$ cat src/rtl/xoro_bus_pkg.sv
// ---------------------------------------------------------------------------
// xoro_bus_pkg
// Shared definitions for masters and slaves on the native valid/ready memory
// bus: the arbiter state encoding and the read data that a master receives
// when a transfer is killed by the bus watchdog.
// No ports (package).
// ---------------------------------------------------------------------------
package xoro_bus_pkg;

   // Arbiter ownership states: nobody, master 0, master 1
   typedef enum logic [1:0] {
      IDLE = 2'd0,
      GNT0 = 2'd1,
      GNT1 = 2'd2
   } arb_state_e;

   // Recognisable garbage returned on a watchdog-terminated read
   localparam logic [31:0] ERR_DATA_DEFAULT = 32'hDEADBEEF;

endpackage

$ cat src/rtl/bus_watchdog.sv
// ---------------------------------------------------------------------------
// bus_watchdog
// Saturating wait-cycle counter for a granted bus transfer. It counts the
// cycles a transfer has waited for the slave and flags expiry in the cycle
// whose increment would make the count reach TIMEOUT. TIMEOUT = 0 disables
// expiry entirely.
// Ports:
//   clk       in   system clock
//   resetn    in   asynchronous active-low reset
//   clear_i   in   load the counter with zero (no transfer in progress)
//   count_i   in   a granted transfer waited this cycle without ready
//   expire_o  out  this waiting cycle is the TIMEOUT-th one
// ---------------------------------------------------------------------------
module bus_watchdog #(
   parameter int TIMEOUT = 1023
) (
   input  logic clk,
   input  logic resetn,
   input  logic clear_i,
   input  logic count_i,
   output logic expire_o
);

   localparam bit ENABLED = (TIMEOUT != 0);
   localparam int CNT_W = (TIMEOUT > 0) ? $clog2(TIMEOUT + 1) : 1;
   localparam logic [CNT_W-1:0] CNT_MAX = CNT_W'(TIMEOUT);
   localparam logic [CNT_W:0] LIMIT = (CNT_W + 1)'(TIMEOUT);

   logic [CNT_W-1:0] count_q;
   logic [CNT_W-1:0] count_d;
   logic [CNT_W:0]   countInc;

   // One extra bit so the comparison against TIMEOUT can never wrap
   assign countInc = {1'b0, count_q} + (CNT_W + 1)'(1);

   // Expiry is judged on the value the counter is about to take, so the
   // TIMEOUT-th waiting cycle is the one that terminates the transfer
   assign expire_o = ENABLED && count_i && (countInc >= LIMIT);

   // Next count: clear wins, otherwise count up and stick at the maximum
   always_comb begin
      count_d = count_q;
      if (clear_i) begin
         count_d = '0;
      end else if (count_i && (count_q != CNT_MAX)) begin
         count_d = countInc[CNT_W-1:0];
      end
   end

   // Counter register
   always_ff @(posedge clk or negedge resetn) begin
      if (!resetn) begin
         count_q <= '0;
      end else begin
         count_q <= count_d;
      end
   end

endmodule

$ cat src/rtl/bus_arbiter.sv
// ---------------------------------------------------------------------------
// bus_arbiter
// Two-master round-robin arbiter for the native valid/ready memory bus.
// Master 0 is the CPU, master 1 an auxiliary master (pattern generator, DMA).
// A grant is held until the slave answers with ready, the master abandons
// the request, or the watchdog kills a hung transfer.
// Ports:
//   clk, resetn                 clock, asynchronous active-low reset
//   mN_mem_valid/instr/addr/
//     wstrb/wdata               request from master N (N = 0, 1)
//   mN_mem_ready/rdata          response to master N
//   s_mem_valid/instr/addr/
//     wstrb/wdata               request to the shared slave bus
//   s_mem_ready/rdata           response from the shared slave bus
//   grant                       one-hot owner, 00 when idle
//   timeout_err                 one-cycle pulse when the watchdog fires
// ---------------------------------------------------------------------------
module bus_arbiter
   import xoro_bus_pkg::*;
#(
   parameter int          TIMEOUT  = 1023,
   parameter logic [31:0] ERR_DATA = ERR_DATA_DEFAULT
) (
   input  logic        clk,
   input  logic        resetn,
   input  logic        m0_mem_valid,
   input  logic        m0_mem_instr,
   input  logic [31:0] m0_mem_addr,
   input  logic [3:0]  m0_mem_wstrb,
   input  logic [31:0] m0_mem_wdata,
   output logic        m0_mem_ready,
   output logic [31:0] m0_mem_rdata,
   input  logic        m1_mem_valid,
   input  logic        m1_mem_instr,
   input  logic [31:0] m1_mem_addr,
   input  logic [3:0]  m1_mem_wstrb,
   input  logic [31:0] m1_mem_wdata,
   output logic        m1_mem_ready,
   output logic [31:0] m1_mem_rdata,
   output logic        s_mem_valid,
   output logic        s_mem_instr,
   output logic [31:0] s_mem_addr,
   output logic [3:0]  s_mem_wstrb,
   output logic [31:0] s_mem_wdata,
   input  logic        s_mem_ready,
   input  logic [31:0] s_mem_rdata,
   output logic [1:0]  grant,
   output logic        timeout_err
);

   arb_state_e  state_q;
   arb_state_e  state_d;
   logic        last_q;
   logic        last_d;

   logic        granted;
   logic        selM1;
   logic        selValid;
   logic        selInstr;
   logic [31:0] selAddr;
   logic [3:0]  selWstrb;
   logic [31:0] selWdata;
   logic        respReady;
   logic [31:0] respRdata;
   logic        wdCount;
   logic        wdExpire;

   // Pick the request fields of whichever master currently owns the bus
   always_comb begin
      granted  = (state_q == GNT0) || (state_q == GNT1);
      selM1    = (state_q == GNT1);
      selValid = selM1 ? m1_mem_valid : m0_mem_valid;
      selInstr = selM1 ? m1_mem_instr : m0_mem_instr;
      selAddr  = selM1 ? m1_mem_addr  : m0_mem_addr;
      selWstrb = selM1 ? m1_mem_wstrb : m0_mem_wstrb;
      selWdata = selM1 ? m1_mem_wdata : m0_mem_wdata;
      wdCount  = granted && selValid && !s_mem_ready;
   end

   // Counter sits at zero whenever the bus is idle, so each grant starts fresh
   bus_watchdog #(
      .TIMEOUT (TIMEOUT)
   ) u_watchdog (
      .clk      (clk),
      .resetn   (resetn),
      .clear_i  (!granted),
      .count_i  (wdCount),
      .expire_o (wdExpire)
   );

   // Arbitration and output muxing. A master that drops valid while granted
   // is simply released without a ready; a slave ready in the expiry cycle
   // takes priority because wdCount is already gated by s_mem_ready.
   always_comb begin
      state_d      = state_q;
      last_d       = last_q;
      grant        = 2'b00;
      timeout_err  = 1'b0;
      s_mem_valid  = 1'b0;
      s_mem_instr  = 1'b0;
      s_mem_addr   = '0;
      s_mem_wstrb  = '0;
      s_mem_wdata  = '0;
      respReady    = 1'b0;
      respRdata    = '0;
      m0_mem_ready = 1'b0;
      m0_mem_rdata = '0;
      m1_mem_ready = 1'b0;
      m1_mem_rdata = '0;

      case (state_q)
         IDLE: begin
            if (m0_mem_valid && m1_mem_valid) begin
               state_d = last_q ? GNT0 : GNT1;
            end else if (m0_mem_valid) begin
               state_d = GNT0;
            end else if (m1_mem_valid) begin
               state_d = GNT1;
            end
         end
         GNT0, GNT1: begin
            grant       = selM1 ? 2'b10 : 2'b01;
            s_mem_valid = selValid && !wdExpire;
            s_mem_instr = selInstr;
            s_mem_addr  = selAddr;
            s_mem_wstrb = selWstrb;
            s_mem_wdata = selWdata;
            if (!selValid) begin
               state_d = IDLE;
            end else begin
               respReady   = s_mem_ready || wdExpire;
               respRdata   = wdExpire ? ERR_DATA : s_mem_rdata;
               timeout_err = wdExpire;
               if (respReady) begin
                  state_d = IDLE;
                  last_d  = selM1;
               end
            end
            if (selM1) begin
               m1_mem_ready = respReady;
               m1_mem_rdata = respRdata;
            end else begin
               m0_mem_ready = respReady;
               m0_mem_rdata = respRdata;
            end
         end
         default: begin
            state_d = IDLE;
         end
      endcase
   end

   // State and round-robin history; last = 1 lets master 0 win first contention
   always_ff @(posedge clk or negedge resetn) begin
      if (!resetn) begin
         state_q <= IDLE;
         last_q  <= 1'b1;
      end else begin
         state_q <= state_d;
         last_q  <= last_d;
      end
   end

endmodule

$ cat config.mk
export PLATFORM = sky130hd
export DESIGN_NAME = bus_arbiter
export DESIGN_NICKNAME = d
export VERILOG_FILES = /design/src/rtl/xoro_bus_pkg.sv /design/src/rtl/bus_watchdog.sv /design/src/rtl/bus_arbiter.sv
export SDC_FILE = /design/constraint.sdc
export NUM_CORES = 1
export LEC_CHECK = 0
export CAP_MARGIN = 15
export CORE_AREA = 2 2 123 125
export DETAILED_ROUTE_END_ITERATION = 8
export DIE_AREA = 0 0 125 127
export SYNTH_ARGS = -nofsm -noshare
export SYNTH_HDL_FRONTEND = slang
export SYNTH_SLANG_ARGS = --single-unit
$ cat constraint.sdc
create_clock -name clk -period 4.45 [get_ports clk]
set_clock_uncertainty 0.15 [all_clocks]
set_input_delay 1.1125 -clock clk [delete_from_list [all_inputs] [get_ports clk]]
set_output_delay 1.1125 -clock clk [all_outputs]
set_load 0.05 [all_outputs]
==> flow_summary.toml, run 1 <==
[outcome]
status = "finished, final reports clean"

[cts]
cts.clk_slew.worst_paths_ns = 0.04
cts_post_setup_buffers_inserted = 0
cts-root-buf = "clkbuf_16"
numCtsBuffers = 3
insertion_delay_ns = 0.25
cts_hold_buffers = 0
htreeDepth = 1
cts_max_path_buffers = 2
post_cts_resized = 0
cts_sinks = 13
cts_tree = "done"

[setup_path]
worstPathRequired_ns = 3.19
critical_path_buf_inv_count = 4
cp.arrival_ns = 3.02
r2r-start = "state_q[0]$_DFFE_PN0P_"
end_kind = "primary output"
critPathMaxFanout = 38
worstReg2RegEnd = "state_q[0]$_DFFE_PN0P_"
r2r_setup_slack_ns = 1.83
crit_chain = "clkdlybuf4s50_1 > mux2_2 > nand2_1 > nor2_1 > nand2_1 > or2_1 > inv_4 > buf_12 > o21a_1 > buf_12"
max_stage_delay_ns = 0.54
critPathKind = "input pin to primary output"
r2r_cells = 8
crit_path_start_kind = "input pin"
crit_slowest_cell = "clkdlybuf4s50_1"
cp_top_family = "buffers and inverters"

[logic_synthesis]
ys_seq_elements = 13
syn_inst = 344
async_reset_ff_share_pct = 100
synth_seq_area_share_pct = 12.1
synth_area_mm2 = 0.00269
yosys.cell_types.count = 43
yosysTopAreaCell = "mux2i_1"
yosysWarningCount = 0
synthesis.nets = 524
yosys-top-cells-area = "mux2i_1, nor2b_1, o21a_1"
synth.top_cell.area_share_pct = 25.7
synth_enable_flop_cells = 0
synth-main-ff-cell = "dfrtp_1"
avgSynthCellArea_um2 = 7.82

[floorplan]
num_io_pins = 314
coreArea_mm2 = 0.0144
start_util_pct = 18.7
die_area_mm2 = 0.0159
die_h_um = 127
rows = 44
die_x_um = 125

[routing]
wl_um = 14500
met3_length_um = 1350
route.detailed.drc = 0
dr.max_layer_used = "met4"
drt_pre_antenna_iters = 4
via_count = 3704
drt_iter0_markers = 185
ant_nets = 0
vias_per_cell = 4.53
route.met2.wl_um = 7110
wl_met1_um = 5660
wl_per_cell_um = 17.8

[layout]
fin_nets = 814
final_common_cell = "clkdlybuf4s50_1"
syn2layout_area_growth_pct = 151
antenna_cells = 0
drive_above_1_share_pct = 14.1
final_cell_mix = "clkdlybuf4s50_1, nor2b_1, buf_12"
utilization_pct = 46.8

[sta]
grt_setup_unrepaired = "false"
finalSetupViolCount = 0
drv_slew = 0
fin_crit_sh_pct = 96.1
fmaxAchievable_mhz = 234
max_slew_margin_pct = 57.5
period_minus_slack_ns = 4.28
hold_violations = 0
setup_tns_ns = 0
tightest_slew_ns = 0.635

[worst_hold_path]
hold_start = "last_q$_DFFE_PN1P_"
hold_path_end = "last_q$_DFFE_PN1P_"
hold_depth = 2
worstHoldPathType = "register to register"

[global_route]
grt_pass1_wl_um = 22100
grt_max_degree = 77
antenna_found_initial = 0
grt.total_usage_pct = 17.1
grt_pass1_vias = 3955
overflow = 0

[placed_design]
dp_hpwl_um = 12100
gp_congestion = 0.860
portBuffers = 313

[power]
powerDensity_mw_per_mm2 = 600
p_total_mw = 4.05
p_leak_nw = 2.58
vdd_drop_max_mv = 0.385

[job]
cap_violations = 0
state kept, by name (all words and copies together), names as in the netlist:
signal              cells
state_q                 2
u_watchdog.count_q     10
last_q                  1
worst max-delay path by stage:
stage                 start               end  slack [ns]  depth (start not counted)
2_1_floorplan  m0_mem_valid      m0_mem_ready        0.57                          3
3_3_place_gp   m1_mem_valid  m0_mem_rdata[27]        0.22                         10
3_5_place_dp   m1_mem_valid  m1_mem_rdata[12]        0.17                         10
4_1_cts        m1_mem_valid  m1_mem_rdata[30]        0.17                         10
5_1_grt        m1_mem_valid  m0_mem_rdata[11]        0.05                         10
6_report       m1_mem_valid  m1_mem_rdata[30]        0.17                         10
stage by stage:
stage / instance area, um^2 / hold slack [ns] / worst slack [ns] / instances
after floorplan: 2690 / 0.303 / 0.567 / 344
after global placement: 6670 / 0.318 / 0.216 / 813
after detailed placement: 6670 / 0.333 / 0.169 / 813
after CTS: 6750 / 0.337 / 0.165 / 817
after global routing: 6750 / 0.390 / 0.0491 / 817
final: 6750 / 0.335 / 0.172 / 817
layer usage:
| metal | vias up | global-route usage (%) |
|---|---|---|
| li1 | 1784 | - |
| met1 | 1676 | 19.9 |
| met2 | 223 | 30.7 |
| met3 | 21 | 4.90 |
| met4 | 0 | 5.10 |
| met5 | - | 0 |
worst reg2reg max path, cell delays in order (launching register included):
cell      delay [ns]
dfrtp_1         0.37
inv_1           0.11
ha_2            0.36
buf_12          0.25
nand3b_1        0.20
a21o_1          0.36
a31oi_1         0.38
o22ai_1         0.15
a22o_1          0.19
cell usage after synthesis (all sizes together), types with 2 or more instances:
cell      n
nor3      2
mux2i    69
nand2b    2
o21ai    13
and3b     2
clkbuf   19
or2       2
o21a     49
nand4     2
o2111ai   2
a21oi     7
dfrtp    12
buf      18
xnor2     2
o31ai     3
mux2      2
nand2     7
ha        5
and2      2
nor2      6
nand3     4
xor2      2
nand3b    2
a21boi    3
nor2b    72
inv       7
and3     18
cell type report:
cell class	count	area (um^2)
Fill cell	1358	7680
Timing Repair Buffer	322	3930
Multi-Input combinational cell	287	2150
Sequential cell	13	327
Tap cell	184	230
Clock buffer	3	75.1
Inverter	7	28.8
Clock inverter	1	5.00
power by group:
part,switching [mW],internal (mW),total [mW],leakage (nW)
combinational,2.27,1.46,3.73,2.37
sequential,0.0145,0.135,0.149,0.175
clock,0.0532,0.120,0.173,0.0409
kinds of logic after synthesis:
group,count (synthesis),synth area share (%)
AOI/OAI and AO/OA,83,21.4
buffers and inverters,44,8.51
xor gates and xnor gates,4,1.30
and+or+nand+nor,124,27.8
DFF,13,12.1
muxes,71,26.5
adders and majority gates,5,2.32
Power figures use the tool's default switching activity.
==> run 2: changes to the inputs <==
--- a/config.mk
+++ b/config.mk
@@ -5,7 +5,6 @@
 export SDC_FILE = /design/constraint.sdc
 export NUM_CORES = 1
 export LEC_CHECK = 0
-export CAP_MARGIN = 15
 export CORE_AREA = 2 2 123 125
 export DETAILED_ROUTE_END_ITERATION = 8
 export DIE_AREA = 0 0 125 127
==> results of run 2 <==
Final layout, timing and power as in run 1 (identical DEF).
